--- config.mk ---
export PLATFORM = sky130hd
export DESIGN_NAME = vga_pattern_gen
export DESIGN_NICKNAME = d
export VERILOG_FILES = /design/src/rtl/vga_pattern_gen.sv
export SDC_FILE = /design/constraint.sdc
export NUM_CORES = 1
export LEC_CHECK = 0
export ABC_AREA = 1
export BUFFER_PORTS_ARGS = -buffer_cell sky130_fd_sc_hd__clkbuf_2
export CORE_MARGIN = 10
export CORE_UTILIZATION = 45
export DETAILED_ROUTE_END_ITERATION = 8
export GPL_ROUTABILITY_DRIVEN = 0
export PLACE_DENSITY_LB_ADDON = 0.15
export SLEW_MARGIN = 10
export SYNTH_ARGS = -nofsm -noshare
export SYNTH_HDL_FRONTEND = slang
export SYNTH_SLANG_ARGS = --single-unit
--- constraint.sdc ---
create_clock -name clock_in -period 3.9 [get_ports clock_in]
set_input_delay 0.585 -clock clock_in [delete_from_list [all_inputs] [get_ports clock_in]]
set_output_delay 0.585 -clock clock_in [all_outputs]
set_load 0.02 [all_outputs]
--- src/rtl/vga_pattern_gen.sv ---
// Test-pattern pixel source: turns timing-controller counters into registered RGB
// with syncs and data-enable re-aligned to the same two-cycle pipeline latency.
module vga_pattern_gen #(
    parameter int unsigned H_ACTIVE   = 640,
    parameter int unsigned V_ACTIVE   = 480,
    parameter int unsigned H_OFFSET   = 144,
    parameter int unsigned V_OFFSET   = 35,
    parameter int unsigned COLOR_BITS = 4,
    parameter int unsigned BOX_SIZE   = 32
) (
    input  logic                  clock_in,
    input  logic                  reset,
    input  logic                  hsync_in,
    input  logic                  vsync_in,
    input  logic [31:0]           hpixel_in,
    input  logic [31:0]           line_in,
    input  logic                  active_in,
    input  logic [1:0]            mode,
    output logic [COLOR_BITS-1:0] red,
    output logic [COLOR_BITS-1:0] green,
    output logic [COLOR_BITS-1:0] blue,
    output logic                  hsync_out,
    output logic                  vsync_out,
    output logic                  de_out,
    output logic [15:0]           frame_count,
    output logic [1:0]            active_mode
);

    localparam int unsigned CW    = 11;
    localparam int unsigned BAR_W = H_ACTIVE / 8;
    localparam logic [CW-1:0] X_MAX = CW'(H_ACTIVE - BOX_SIZE);
    localparam logic [CW-1:0] Y_MAX = CW'(V_ACTIVE - BOX_SIZE);
    localparam logic [COLOR_BITS-1:0] C_ON = '1;

    logic [CW-1:0] x_d, y_d, x_q, y_q;
    logic          act1_q, hs1_q, vs1_q;
    logic          vs_prev_q;
    logic          tick_c;
    logic [CW-1:0] box_x_d, box_x_q, box_y_d, box_y_q;
    logic          dx_neg_d, dx_neg_q, dy_neg_d, dy_neg_q;
    logic          in_frame_c, in_box_c;
    logic [2:0]    bar_c;
    logic [COLOR_BITS-1:0] ramp_c;
    logic [COLOR_BITS-1:0] r_d, g_d, b_d;

    // Stage 1: screen-relative coordinates
    always_comb begin
        x_d = CW'(hpixel_in - 32'(H_OFFSET));
        y_d = CW'(line_in - 32'(V_OFFSET));
    end

    always_ff @(posedge clock_in or negedge reset) begin
        if (!reset) begin
            x_q    <= '0;
            y_q    <= '0;
            act1_q <= 1'b0;
            hs1_q  <= 1'b1;
            vs1_q  <= 1'b1;
        end else begin
            x_q    <= x_d;
            y_q    <= y_d;
            act1_q <= active_in;
            hs1_q  <= hsync_in;
            vs1_q  <= vsync_in;
        end
    end

    // Frame tick on the falling edge of vsync; prev resets low so no tick right after reset
    assign tick_c = vs_prev_q & ~vsync_in;

    always_comb begin
        box_x_d  = box_x_q;
        box_y_d  = box_y_q;
        dx_neg_d = dx_neg_q;
        dy_neg_d = dy_neg_q;
        if (tick_c) begin
            if (!dx_neg_q && box_x_q == X_MAX) begin
                dx_neg_d = 1'b1;
                box_x_d  = box_x_q - CW'(1);
            end else if (dx_neg_q && box_x_q == '0) begin
                dx_neg_d = 1'b0;
                box_x_d  = CW'(1);
            end else begin
                box_x_d  = dx_neg_q ? box_x_q - CW'(1) : box_x_q + CW'(1);
            end

            if (!dy_neg_q && box_y_q == Y_MAX) begin
                dy_neg_d = 1'b1;
                box_y_d  = box_y_q - CW'(1);
            end else if (dy_neg_q && box_y_q == '0) begin
                dy_neg_d = 1'b0;
                box_y_d  = CW'(1);
            end else begin
                box_y_d  = dy_neg_q ? box_y_q - CW'(1) : box_y_q + CW'(1);
            end
        end
    end

    always_ff @(posedge clock_in or negedge reset) begin
        if (!reset) begin
            vs_prev_q   <= 1'b0;
            box_x_q     <= '0;
            box_y_q     <= '0;
            dx_neg_q    <= 1'b0;
            dy_neg_q    <= 1'b0;
            frame_count <= '0;
            active_mode <= '0;
        end else begin
            vs_prev_q <= vsync_in;
            box_x_q   <= box_x_d;
            box_y_q   <= box_y_d;
            dx_neg_q  <= dx_neg_d;
            dy_neg_q  <= dy_neg_d;
            if (tick_c) begin
                frame_count <= frame_count + 16'd1;
                active_mode <= mode;
            end
        end
    end

    // Stage 2: pattern colour; bar index bits map directly onto inverted RGB enables
    always_comb begin
        in_frame_c = act1_q && (x_q < CW'(H_ACTIVE)) && (y_q < CW'(V_ACTIVE));
        in_box_c   = (x_q >= box_x_q) && (x_q < box_x_q + CW'(BOX_SIZE)) &&
                     (y_q >= box_y_q) && (y_q < box_y_q + CW'(BOX_SIZE));
        bar_c      = 3'(x_q / CW'(BAR_W));
        ramp_c     = x_q[COLOR_BITS+4:5];
        r_d = '0;
        g_d = '0;
        b_d = '0;
        if (in_frame_c) begin
            case (active_mode)
                2'd0: begin
                    r_d = {COLOR_BITS{~bar_c[1]}};
                    g_d = {COLOR_BITS{~bar_c[2]}};
                    b_d = {COLOR_BITS{~bar_c[0]}};
                end
                2'd1: begin
                    r_d = {COLOR_BITS{x_q[5] ^ y_q[5]}};
                    g_d = {COLOR_BITS{x_q[5] ^ y_q[5]}};
                    b_d = {COLOR_BITS{x_q[5] ^ y_q[5]}};
                end
                2'd2: begin
                    r_d = in_box_c ? C_ON : '0;
                    g_d = in_box_c ? C_ON : '0;
                    b_d = C_ON;
                end
                default: begin
                    r_d = ramp_c;
                    g_d = ramp_c;
                    b_d = ramp_c;
                end
            endcase
        end
    end

    always_ff @(posedge clock_in or negedge reset) begin
        if (!reset) begin
            red       <= '0;
            green     <= '0;
            blue      <= '0;
            hsync_out <= 1'b1;
            vsync_out <= 1'b1;
            de_out    <= 1'b0;
        end else begin
            red       <= r_d;
            green     <= g_d;
            blue      <= b_d;
            hsync_out <= hs1_q;
            vsync_out <= vs1_q;
            de_out    <= act1_q;
        end
    end

endmodule
# Word level (Yosys, flattened, before mapping)

Cells that the tools add are included.

Bits in registers: 83
Bits in latches: 0
Memory bits (writable): 0
Memory bits (read-only): 0
Bits of input ports: 71
Output and inout bits: 33
Word-level logic and storage cells: 79
Memories: 0

Add/sub/neg operators: 9
Multiply operators: 0
Divide/modulo/power cells: 1
Order comparisons: 6
Eq/ne operators: 4
Shift operators: 0
Muxes and demuxes: 17
Bitwise logic cells: 6
Reductions and logical operators: 18

Operator list:

| cell                  | number |
|---|---|
| $mux 11               | 6 |
| $pmux 4 s3            | 3 |
| $add 11x1->11 const B | 2 |
| $add 11x6->11 const B | 2 |
| $ge 11x11->1          | 2 |
| $logic_not 11->1      | 2 |
| $lt 11x11->1          | 2 |
| $sub 11x1->11 const B | 2 |
| $add 16x1->16 const B | 1 |
| $mux 4                | 4 |
| $div 11x7->11 const B | 1 |
| $eq 11x10->1 const B  | 1 |
| $eq 11x9->1 const B   | 1 |
| $lt 11x10->1 const B  | 1 |
| $lt 11x9->1 const B   | 1 |
| $sub 11x6->11 const B | 1 |
| $sub 11x8->11 const B | 1 |
| $logic_and 1x1->1     | 9 |
| $mux 1                | 4 |
| $not 1->1             | 4 |
| $reduce_and 2->1      | 2 |
| $reduce_bool 2->1     | 2 |
| $eq 2x1->1 const B    | 1 |
| $eq 2x2->1 const B    | 1 |
| 4 further kinds       | 5 |

# Logic depth before layout (Yosys ltp)

Depth in word-level cells: 8
Gate-level depth with buffers: 15
Depth with buffers taken out: 15

# Worst setup path before layout

Ideal clock, no wire load.

Kind: register to register
Start point: register box_x_q[5]
End point: register green[0]
Setup time: 0.063 ns
Arrival: 2.296 ns
Data required time: 3.837 ns
Setup slack: 1.541 ns
Cell stages (with the launch flop): 15
Path buffers: 1
Clock period less this slack: 2.359 ns
Cell sequence: dfrtp_1 -> clkbuf_1 -> nand3_1 -> nor3_1 -> xor2_1 -> ha_1 -> a21oi_1 -> o21ai_0 -> a21oi_1 -> o21a_1 -> nand4_1 -> o21a_1 -> nand2_1 -> nand2_1 -> inv_1

Word-level cells in the longest chain between the ends: 8
Elaborated cells between the ends (all ways): 9
Classes of those cells: add/sub (1); order compare (2); mux (3); reduce/logical (3)

Ends and longest elaborated chain:

| element                            | line | RTL |
|---|---|---|
| start, declared                    | 39   | `logic [CW-1:0] box_x_d, box_x_q, box_y_d, box_y_q;` |
| start signal, assigned             | 110  | `box_x_q <= box_x_d;` |
| $add 11x6->11                      | 124  | `in_box_c = (x_q >= box_x_q) && (x_q < box_x_q + CW'(BOX_SIZE)) &&` |
| $lt 11x11->1                       | 124  |  |
| $logic_and 1x1->1 (*) (2 in a row) | 124  |  |
| $logic_and 1x1->1 (*)              | 125  | `(y_q >= box_y_q) && (y_q < box_y_q + CW'(BOX_SIZE));` |
| $mux 4 (*)                         | 145  | `g_d = in_box_c ? C_ON : '0;` |
| $pmux 4 s3 (*)                     | 132  | `case (active_mode)` |
| $mux 4 (*)                         | 131  | `if (in_frame_c) begin` |
| net g_d[0]                         | 44   | `logic [COLOR_BITS-1:0] r_d, g_d, b_d;` |
| end signal, assigned               | 167  | `green <= g_d;` |
| end, declared                      | 20   | `output logic [COLOR_BITS-1:0] green,` |

Mark *: on every way through the listed nets, which the timed path passes. The rest lies on a longest branch.
A chain may end at the register's enable or synchronous reset.

# Final worst setup path

Start point: register box_y_q[5]
End point: register green[3]

Word-level cells in the longest chain between the ends: 6
Elaborated cells between the ends (all ways): 8
Classes of those cells: add/sub (1); order compare (2); mux (3); reduce/logical (2)

Ends and longest elaborated chain:

| element                                           | line     | RTL |
|---|---|---|
| start, declared                                   | 39       |  |
| start signal, assigned                            | 111      | `box_y_q <= box_y_d;` |
| $add 11x6->11 or $ge 11x11->1 (tied branches)     | 125      |  |
| $lt 11x11->1 or $logic_and 1x1->1 (tied branches) | 125, 124 |  |
| $logic_and 1x1->1 (*)                             | 125      |  |
| $mux 4 (*)                                        | 145      |  |
| $pmux 4 s3 (*)                                    | 132      |  |
| $mux 4 (*)                                        | 131      |  |
| net g_d[3]                                        | 44       |  |

Marked as above.

==> impl_metrics.env <==
export IMPL_outcome="finished, final reports clean"
export IMPL_clock_power_share_pct=27.9
export IMPL_syn_cell_area_sq_um=5370
export IMPL_rr_endpoint="green[3]$_DFF_PN0_"
export IMPL_synth_largest_area_cell="dfrtp_1"
export IMPL_fin_util_pct=53.1
export IMPL_hold_viol_final=0
export IMPL_routed_via_density=5.25
export IMPL_powerDensity_nw_per_um2=536
export IMPL_layout_min_cycle_time_ns=2.79
export IMPL_yosysSeqAreaShare_pct=38.8
export IMPL_cts_buffer_depth=2
export IMPL_cts_resized=0
export IMPL_rows=39
export IMPL_grt_max_degree=84
export IMPL_ys_ff_latch=83
export IMPL_crit_chain="inv_1 > nor2_1 > nand3_1 > xor2_1 > ha_1 > nand2_1 > nor2_1 > nand2_1 > o211ai_1 > nor2_1 > nand4_1 > o21a_1 > nand2_1 > nand2_1 > inv_1"
export IMPL_seq_power_share_pct=35.8
export IMPL_crit_path_end="green[3]$_DFF_PN0_"
export IMPL_tns_ns=0
export IMPL_wire_per_inst_um=14.4
export IMPL_path_max_fanout=6
export IMPL_p_comb_share_pct=36.4
export IMPL_overflow=0
export IMPL_max_vdd_ir_drop_v=0.000248
export IMPL_io_pin_count=104
export IMPL_grt_pass1_wl_um=20800
export IMPL_antenna_cells=0
export IMPL_initial_core_util_pct=46.4
export IMPL_drive_gt1_share_pct=14.6
export IMPL_core_area_sq_um=11600
export IMPL_syn2layout_area_growth_pct=14.4
export IMPL_setup_ws_ns=1.11
export IMPL_p_leak_nw=3.15
export IMPL_syn_area_per_cell_sq_um=8.20
export IMPL_p_int_mw=2.02
export IMPL_dp_hpwl_um=9610
export IMPL_fmax_mhz=358
export IMPL_route_vias_total=4536
export IMPL_synth_area_leaders="dfrtp_1 37%, ha_1 10%, xor2_1 7.8%"
export IMPL_fin_worst_skew_ns=0.0119
export IMPL_max_stage_delay_ns=0.48
export IMPL_die_w_um=129
export IMPL_syn_nets=770
export IMPL_synth_edf_count=0
export IMPL_multi_input_area_sq_um=2930
export IMPL_first_global_vias=4391
export IMPL_drtIter0Drc=271
export IMPL_syn_inst=654
export IMPL_finalCritPeriodShare_pct=71.6
export IMPL_design_area_sq_um=6140
export IMPL_hold_ws_ns=0.324
export IMPL_cts_clk_slew_worst_paths_ns=0.06
export IMPL_ys_top_cells_by_count="103 x nand2_1, 79 x dfrtp_1, 76 x inv_1"
export IMPL_synth_ff_type="dfrtp_1"
export IMPL_fillers=1085
export IMPL_critPathRequiredTime_ns=4.13
export IMPL_rsz0062_at_grt="no"
export IMPL_ys_warn_count=0
export IMPL_insertion_delay_ns=0.35
export IMPL_synth_most_common_cell="nand2_1"
export IMPL_synth_top_area_share_pct=36.8
export IMPL_cts_htree_levels=3
export IMPL_die_h_um=129
export IMPL_crit_reg2reg_launch="box_y_q[5]$_DFFE_PN0P_"
export IMPL_maxSlewViolCount=0
export IMPL_critical_path_class="reg -> reg"
export IMPL_drc=0
export IMPL_dieArea_sq_um=16700
export IMPL_cts_buffers=9
export IMPL_worstPathArrival_ns=3.03
export IMPL_slowest_stage="dfrtp_1"
export IMPL_finalNetCount=832
export IMPL_startpoint_type="flip-flop"
export IMPL_regArea_sq_um=2080
export IMPL_ys_types=47
export IMPL_dpl_cell_count=848
export IMPL_path_common_cell="nand2_1"
export IMPL_dr_pass1_iters=5
export IMPL_crit_start="box_y_q[5]$_DFFE_PN0P_"
export IMPL_antenna_found_initial=0
export IMPL_postRouteAntennaNets=0
export IMPL_post_cts_buffers=0
export IMPL_drt_wl_total_um=12400
export IMPL_fin_cells=864
export IMPL_switchingPower_mw=1.28
export IMPL_port_buffers=61
export IMPL_cts_hold_buf=0
export IMPL_drv_cap=0
export IMPL_r2r_slack_ns=1.11
export IMPL_ys_async_sr_fraction_pct=100
export IMPL_p_sw_share_pct=38.8
export IMPL_hp_class="in -> reg"
export IMPL_pre_cts_slack_ns=1.15
export IMPL_relSlewSlack_pct=29.8
export IMPL_cts_tree="yes"
export IMPL_post_dp_cell_area_sq_um=5820
export IMPL_end_kind="flip-flop"
export IMPL_p_total_mw=3.29
export IMPL_max_slew_worst_pin_slew_ns=1.05
export IMPL_ff2ff_path_depth=15
export IMPL_setup_violations_final=0
export IMPL_grtUsageTotal_pct=15.2
export IMPL_clock_sinks=83
export IMPL_root_buffer="clkbuf_16"
==> how the worst min path moves through the flow <==
stage,slack (ns),cells after the start,to,from
after global routing,0.31,1,hs1_q$_DFF_PN1_,hsync_in
after detailed placement,0.35,0,vsync_out$_DFF_PN1_,vs1_q$_DFF_PN1_
final,0.32,1,hs1_q$_DFF_PN1_,hsync_in
after global placement,0.35,0,vsync_out$_DFF_PN1_,vs1_q$_DFF_PN1_
after CTS,0.31,1,hs1_q$_DFF_PN1_,hsync_in
after floorplan,0.29,0,act1_q$_DFF_PN0_,reset
==> registers in the layout (all words and copies together), names as in the netlist, 2 cells and up <==
register	count
y_q	11
x_q	11
box_x_q	11
green	4
active_mode	2
box_y_q	11
frame_count	16
red	4
blue	4
==> placed cells by master (no fill, tap or decap), types with 5 or more instances in the layout <==
master	n
nand2_1	103
dfrtp_1	79
inv_1	76
nor2_1	61
clkbuf_2	60
xor2_1	48
a21oi_1	45
ha_1	45
nand3_1	36
o21ai_0	35
nand4_1	21
nor3_1	18
xnor2_1	12
clkbuf_16	9
nand2_2	6
o211ai_1	6
nand3_2	5
==> layer usage <==
layer	up-vias	track usage, %	wire [um]
met5	-	0	0
met4	0	5.35	147
met3	11	3.47	515
met2	84	26.5	6340
met1	2134	18.1	5440
li1	2307	-	-
==> power groups by stage <==
stage	clock, mW	combinational [mW]	sequential [mW]
CTS	0.944	1.20	1.18
detailed placement	0	1.19	1.19
global placement	0	1.15	1.19
floorplan	0	0.897	1.17
finish	0.917	1.20	1.18
global route	0.970	1.37	1.20
==> cell families after synthesis <==
| group | count (synthesis) | synth area share (%) |
|---|---|---|
| buffers and inverters | 95 | 6.69 |
| DFF | 83 | 38.8 |
| AOI/OAI and AO/OA | 111 | 12.3 |
| xor gates and xnor gates | 60 | 9.79 |
| and+or+nand+nor | 260 | 21.9 |
| adders and majority gates | 45 | 10.5 |
==> layout make-up <==
cell class | count | share of cell area, %
Clock buffer | 10 | 3.73
Clock inverter | 6 | 1.45
Inverter | 83 | 5.07
Multi-Input combinational cell | 476 | 47.7
Sequential cell | 83 | 33.9
Tap cell | 143 | 2.91
Timing Repair Buffer | 63 | 5.26
==> critical path, delay by kind of cell, from the launching register on <==
| kind | cells | cell delay [ns] |
|---|---|---|
| xor gates and xnor gates | 1 | 0.19 |
| buffers and inverters | 2 | 0.22 |
| AOI/OAI and AO/OA | 2 | 0.33 |
| and+or+nand+nor | 9 | 1.15 |
| adders and majority gates | 1 | 0.31 |
| DFF | 1 | 0.48 |
Note: power is estimated with default switching activity, not from simulation.
